### src/rtl/instr_fetch_unit.sv
// Instruction fetch stage: program counter, 16-bit instruction register built from two
// byte reads, and the memory address mux shared between instruction fetch and operand access.
module instr_fetch_unit #(
    parameter int OPC_W  = 5,
    parameter int ADDR_W = 11
) (
    input  logic              clk,
    input  logic              rst_n,
    input  logic              ena,
    input  logic              load_ir,
    input  logic              rd,
    input  logic              inc_pc,
    input  logic              load_pc,
    input  logic [7:0]        data,
    output logic [ADDR_W:0]   mem_addr,
    output logic [OPC_W-1:0]  optcode,
    output logic [ADDR_W-1:0] ir_addr,
    output logic [ADDR_W-1:0] pc,
    output logic              ir_valid,
    output logic              halt,
    output logic              fetch_err
);
    localparam int IR_W = OPC_W + ADDR_W;

    typedef enum logic {BYTE_HI = 1'b0, BYTE_LO = 1'b1} byte_state_t;

    byte_state_t       state, state_nx;
    logic [IR_W-1:0]   ir;
    logic              cap_hi, cap_lo, err_set, byte_sel;

    always_ff @(posedge clk or negedge rst_n) begin
        if (!rst_n) state <= BYTE_HI;
        else        state <= state_nx;
    end

    // Dropping ena realigns to the high byte, matching the controller's return to fetch.
    always_comb begin
        state_nx = state;
        cap_hi   = 1'b0;
        cap_lo   = 1'b0;
        err_set  = 1'b0;
        if (!ena) begin
            state_nx = BYTE_HI;
        end else if (load_ir) begin
            if (rd) begin
                case (state)
                    BYTE_HI: begin cap_hi = 1'b1; state_nx = BYTE_LO; end
                    BYTE_LO: begin cap_lo = 1'b1; state_nx = BYTE_HI; end
                    default: state_nx = BYTE_HI;
                endcase
            end else begin
                err_set = 1'b1;
            end
        end
    end

    always_ff @(posedge clk or negedge rst_n) begin
        if (!rst_n) begin
            ir        <= '0;
            ir_valid  <= 1'b0;
            fetch_err <= 1'b0;
        end else begin
            if (cap_hi) begin
                ir[IR_W-1 -: 8] <= data;
                ir_valid        <= 1'b0;
            end
            if (cap_lo) begin
                ir[7:0]  <= data;
                ir_valid <= 1'b1;
            end
            if (err_set) fetch_err <= 1'b1;
        end
    end

    // Jump wins over increment; increment wraps naturally at 2^ADDR_W.
    always_ff @(posedge clk or negedge rst_n) begin
        if (!rst_n) begin
            pc <= '0;
        end else if (ena) begin
            if (load_pc)     pc <= ir[ADDR_W-1:0];
            else if (inc_pc) pc <= pc + ADDR_W'(1);
        end
    end

    assign byte_sel = (state == BYTE_LO);
    assign mem_addr = load_ir ? {pc, byte_sel} : {1'b0, ir[ADDR_W-1:0]};
    assign optcode  = ir[IR_W-1 -: OPC_W];
    assign ir_addr  = ir[ADDR_W-1:0];
    assign halt     = ir_valid && (optcode == '0);

endmodule

### config.mk
export PLATFORM = sky130hd
export DESIGN_NAME = instr_fetch_unit
export DESIGN_NICKNAME = d
export VERILOG_FILES = /design/src/rtl/instr_fetch_unit.sv
export SDC_FILE = /design/constraint.sdc
export NUM_CORES = 1
export LEC_CHECK = 0
export BUFFER_PORTS_ARGS = -buffer_cell sky130_fd_sc_hd__buf_2
export CORE_ASPECT_RATIO = 1.1
export CORE_MARGIN = 4
export CORE_UTILIZATION = 40
export CTS_BUF_LIST = sky130_fd_sc_hd__clkbuf_8
export DETAILED_ROUTE_END_ITERATION = 10
export PLACE_DENSITY = 0.65
export SLEW_MARGIN = 20
export SYNTH_ARGS = -nofsm -noshare
export SYNTH_HDL_FRONTEND = slang
export SYNTH_SLANG_ARGS = --single-unit
### constraint.sdc
create_clock -name clk -period 1.63 [get_ports clk]
set_input_delay 0.326 -clock clk [delete_from_list [all_inputs] [get_ports clk]]
set_output_delay 0.326 -clock clk [all_outputs]
set_load 0.02 [all_outputs]
==> reports/results.tsv <==
stage	metric	value	unit
detailed_routing	wl_met3	255	µm
detailed_routing	routed_wl	4160	µm
run_status	violations	negative setup slack	
logic_synthesis	yosys_warnings	0	
worst_setup_path	start_kind	flip-flop	
clock_network	clk_latency	0.28	ns
die	rows	24	
placed_design	port_buffers	56	
worst_setup_path	crit_fanout	2	
global_route	grt_max_degree	31	
power_and_ir_drop	p_comb_frac	0.359	
worst_setup_path	critPathKind	flip-flop to primary output	
detailed_routing	via_count	1377	
placed_design	dp_cells	251	
run_status	status	complete, but fails checks	
power_and_ir_drop	seq_power_share	0.391	
power_and_ir_drop	peakVddDrop	0.810	mV
worst_setup_path	r2r-end	pc[10]$_DFFE_PN0P_	
timing	whs	0.0889	ns
power_and_ir_drop	p_per_area	1400	mW/mm²
clock_network	clkTransAtPathRegs	0.07	ns
worst_setup_path	reg2reg_from	pc[1]$_DFFE_PN0P_	
detailed_routing	drtIter0Drc	73	
detailed_routing	ant_nets	0	
timing	setup_viol	1	
cells_and_area	nFillCells	352	
worst_setup_path	arrival	1.49	ns
cells_and_area	drive_above_1_share	0.522	
logic_synthesis	synth_fp_nets	160	
logic_synthesis	syn_avg_cell_area	11.3	µm²
cells_and_area	area_growth	29.6	%
timing	clock_skew	0.00819	ns
timing	hold_violations	0	
die	start_util	0.413	
timing	rsz0062_at_grt	yes	
cells_and_area	final_area	0.00211	mm²
cells_and_area	diodes	0	
logic_synthesis	synth_cell_types	41	
clock_network	cts_root_buf	clkbuf_8	
detailed_routing	post_drt_wl_per_cell	15.9	µm
worst_setup_path	critical_path.endpoint_type	primary output	
timing	slew_viol_final	0	
worst_hold_path	hp-class	primary input to asynchronous set/reset pin	
timing	setup_slack	-0.183	ns
die	die-area	0.00515	mm²
power_and_ir_drop	p_leak	1.01	nW
global_route	grt.overflow.total	0	
die	die_x	68.8	µm
cells_and_area	final_core_util	0.536	
detailed_routing	drt-met1-wl	1680	µm
detailed_routing	viasPerCell	5.28	
job	maxCapViolCount	0	
worst_setup_path	ff2ff_path_depth	5	
power_and_ir_drop	power	2.96	mW
timing	worst_pin_slew	0.698	ns
clock_network	cts_buffer_depth	2	
global_route	grt_pass1_wl	6780	µm
clock_network	cts_tree	done	
power_and_ir_drop	p_sw_frac	0.386	
global_route	grt_pass1_vias	1410	
cells_and_area	fin_cells	261	
logic_synthesis	synth_edf_count	0	
detailed_routing	wl_met2	2140	µm
clock_network	htreeDepth	2	
timing	fin_crit	1.81	ns
power_and_ir_drop	clockPowerShare	0.250	
timing	finalCritPeriodShare	1.11	
logic_synthesis	synth_ff_type	dfrtp_1	
placed_design	dpl.hpwl	3060	µm
placed_design	post-place-ws	0.0936	ns
clock_network	cts_sinks	30	
clock_network	numCtsBuffers	5	
detailed_routing	dr.max_layer_used	met4	
global_route	antenna_found_initial	0	
global_route	track_usage	0.177	
die	die_height	74.9	µm
placed_design	finalWeightedCongestion	0.834	
logic_synthesis	synthArstFlopShare	1.00	
die	ios	57	
timing	tns	-0.183	ns
worst_setup_path	r2r_slack	0.16	ns
power_and_ir_drop	internal-power	1.82	mW
detailed_routing	drc	0	
logic_synthesis	synth_seq_cells	30	
logic_synthesis	netlist_area	0.00163	mm²
placed_design	placed_cell_area	0.00197	mm²
detailed_routing	drt_first_pass_iters	4	
timing	relSlewSlack	0.535	
logic_synthesis	synth_cells	144	
cells_and_area	finalNetCount	224	
worst_setup_path	worst_ep_required_time	1.30	ns
die	core_area	0.00393	mm²
power_and_ir_drop	power.switching	1.14	mW
logic_synthesis	ys_seq_area_frac	0.462	
timing	fmax	0.552	GHz
flip-flops by register name, summed over array words and instances, names as in the netlist:
signal     cells
fetch_err      1
ir            16
byte_sel       1
pc            11
ir_valid       1
repair_timing:
item                       CTS  global route
resized for setup            2             2
setup buffers                1             1
gates cloned                 0             0
setup endpoints to repair    1             1
hold buffers                 0             0
kinds of logic after synthesis:
family / after synthesis / synth area share
buffers and inverters: 9 / 0.0377
AND/OR/NAND/NOR: 45 / 0.172
multiplexers: 28 / 0.192
flip-flops: 30 / 0.462
XOR/XNOR: 1 / 0.00539
adder cells (fa/ha/maj): 1 / 0.00770
AO/OA/AOI/OAI: 30 / 0.123
how the worst max path moves through the flow:
stage | from | end | slack [ns] | cells past startpoint
after floorplan | ir[14]$_DFFE_PN0P_ | halt | 0.02 | 2
after global placement | ir[14]$_DFFE_PN0P_ | halt | 0.13 | 3
after detailed placement | ir[14]$_DFFE_PN0P_ | halt | 0.09 | 3
after CTS | ir[14]$_DFFE_PN0P_ | halt | -0.18 | 3
after global routing | ir[14]$_DFFE_PN0P_ | halt | -0.23 | 3
final | ir[14]$_DFFE_PN0P_ | halt | -0.18 | 3
per-layer routing:
metal	GRT usage	up-vias
met1	0.225	666
met2	0.287	50
li1	-	653
met3	0.0463	8
met4	0.0693	0
met5	0	-
critical path: stages, from the launching register on:
cell     delay, ns
dfrtp_1       0.38
or4b_4        0.55
nor3_4        0.14
buf_6         0.14
power groups by stage:
| stage | Sequential, mW | Clock [mW] | Combinational, mW |
|---|---|---|---|
| 2_1_floorplan | 1.32 | 0 | 0.487 |
| 3_3_place_gp | 1.15 | 0 | 1.04 |
| 3_5_place_dp | 1.17 | 0 | 1.05 |
| 4_1_cts | 1.15 | 0.753 | 1.07 |
| 5_1_grt | 1.20 | 0.788 | 1.15 |
| 6_report | 1.16 | 0.739 | 1.06 |
Yosys cell counts, types with 2 or more instances:
cell type	number	area, µm²
dfrtp_1	30	751
mux2_2	26	293
nand2_1	12	45.0
o21ai_0	8	40.0
a21oi_1	7	35.0
nor2_1	7	26.3
nand3_1	5	25.0
a31oi_1	3	18.8
buf_2	3	15.0
buf_6	3	33.8
nor3_1	3	15.0
and2_1	2	12.5
and3_1	2	12.5
inv_1	2	7.51
mux2i_1	2	20.0
nand2b_1	2	12.5
o22a_1	2	17.5
o22ai_1	2	12.5
cells in the final DEF (no fill, tap or decap), types with 2 or more instances in the layout:
cell type / n
o22ai_1: 2
mux2i_1: 2
and3_1: 2
nor2_1: 7
buf_4: 8
nor3_1: 2
buf_2: 55
nand2_1: 12
nand3_1: 5
mux2_2: 26
clkinv_2: 2
nand2b_1: 2
o21ai_0: 8
clkbuf_8: 5
a21oi_1: 7
dfrtp_1: 30
a31oi_1: 3
inv_1: 2
and2_1: 2
o22a_1: 2
layout make-up:
cell class	count	area, µm²	share of cell area
multi-input combinational	105	828	0.393
sequential	30	751	0.356
timing repair buffer	64	347	0.164
clock buffer	5	68.8	0.0327
tap	52	65.1	0.0309
clock inverter	3	40.0	0.0190
inverter	2	7.51	0.00356
Power figures use the tool's default switching activity.
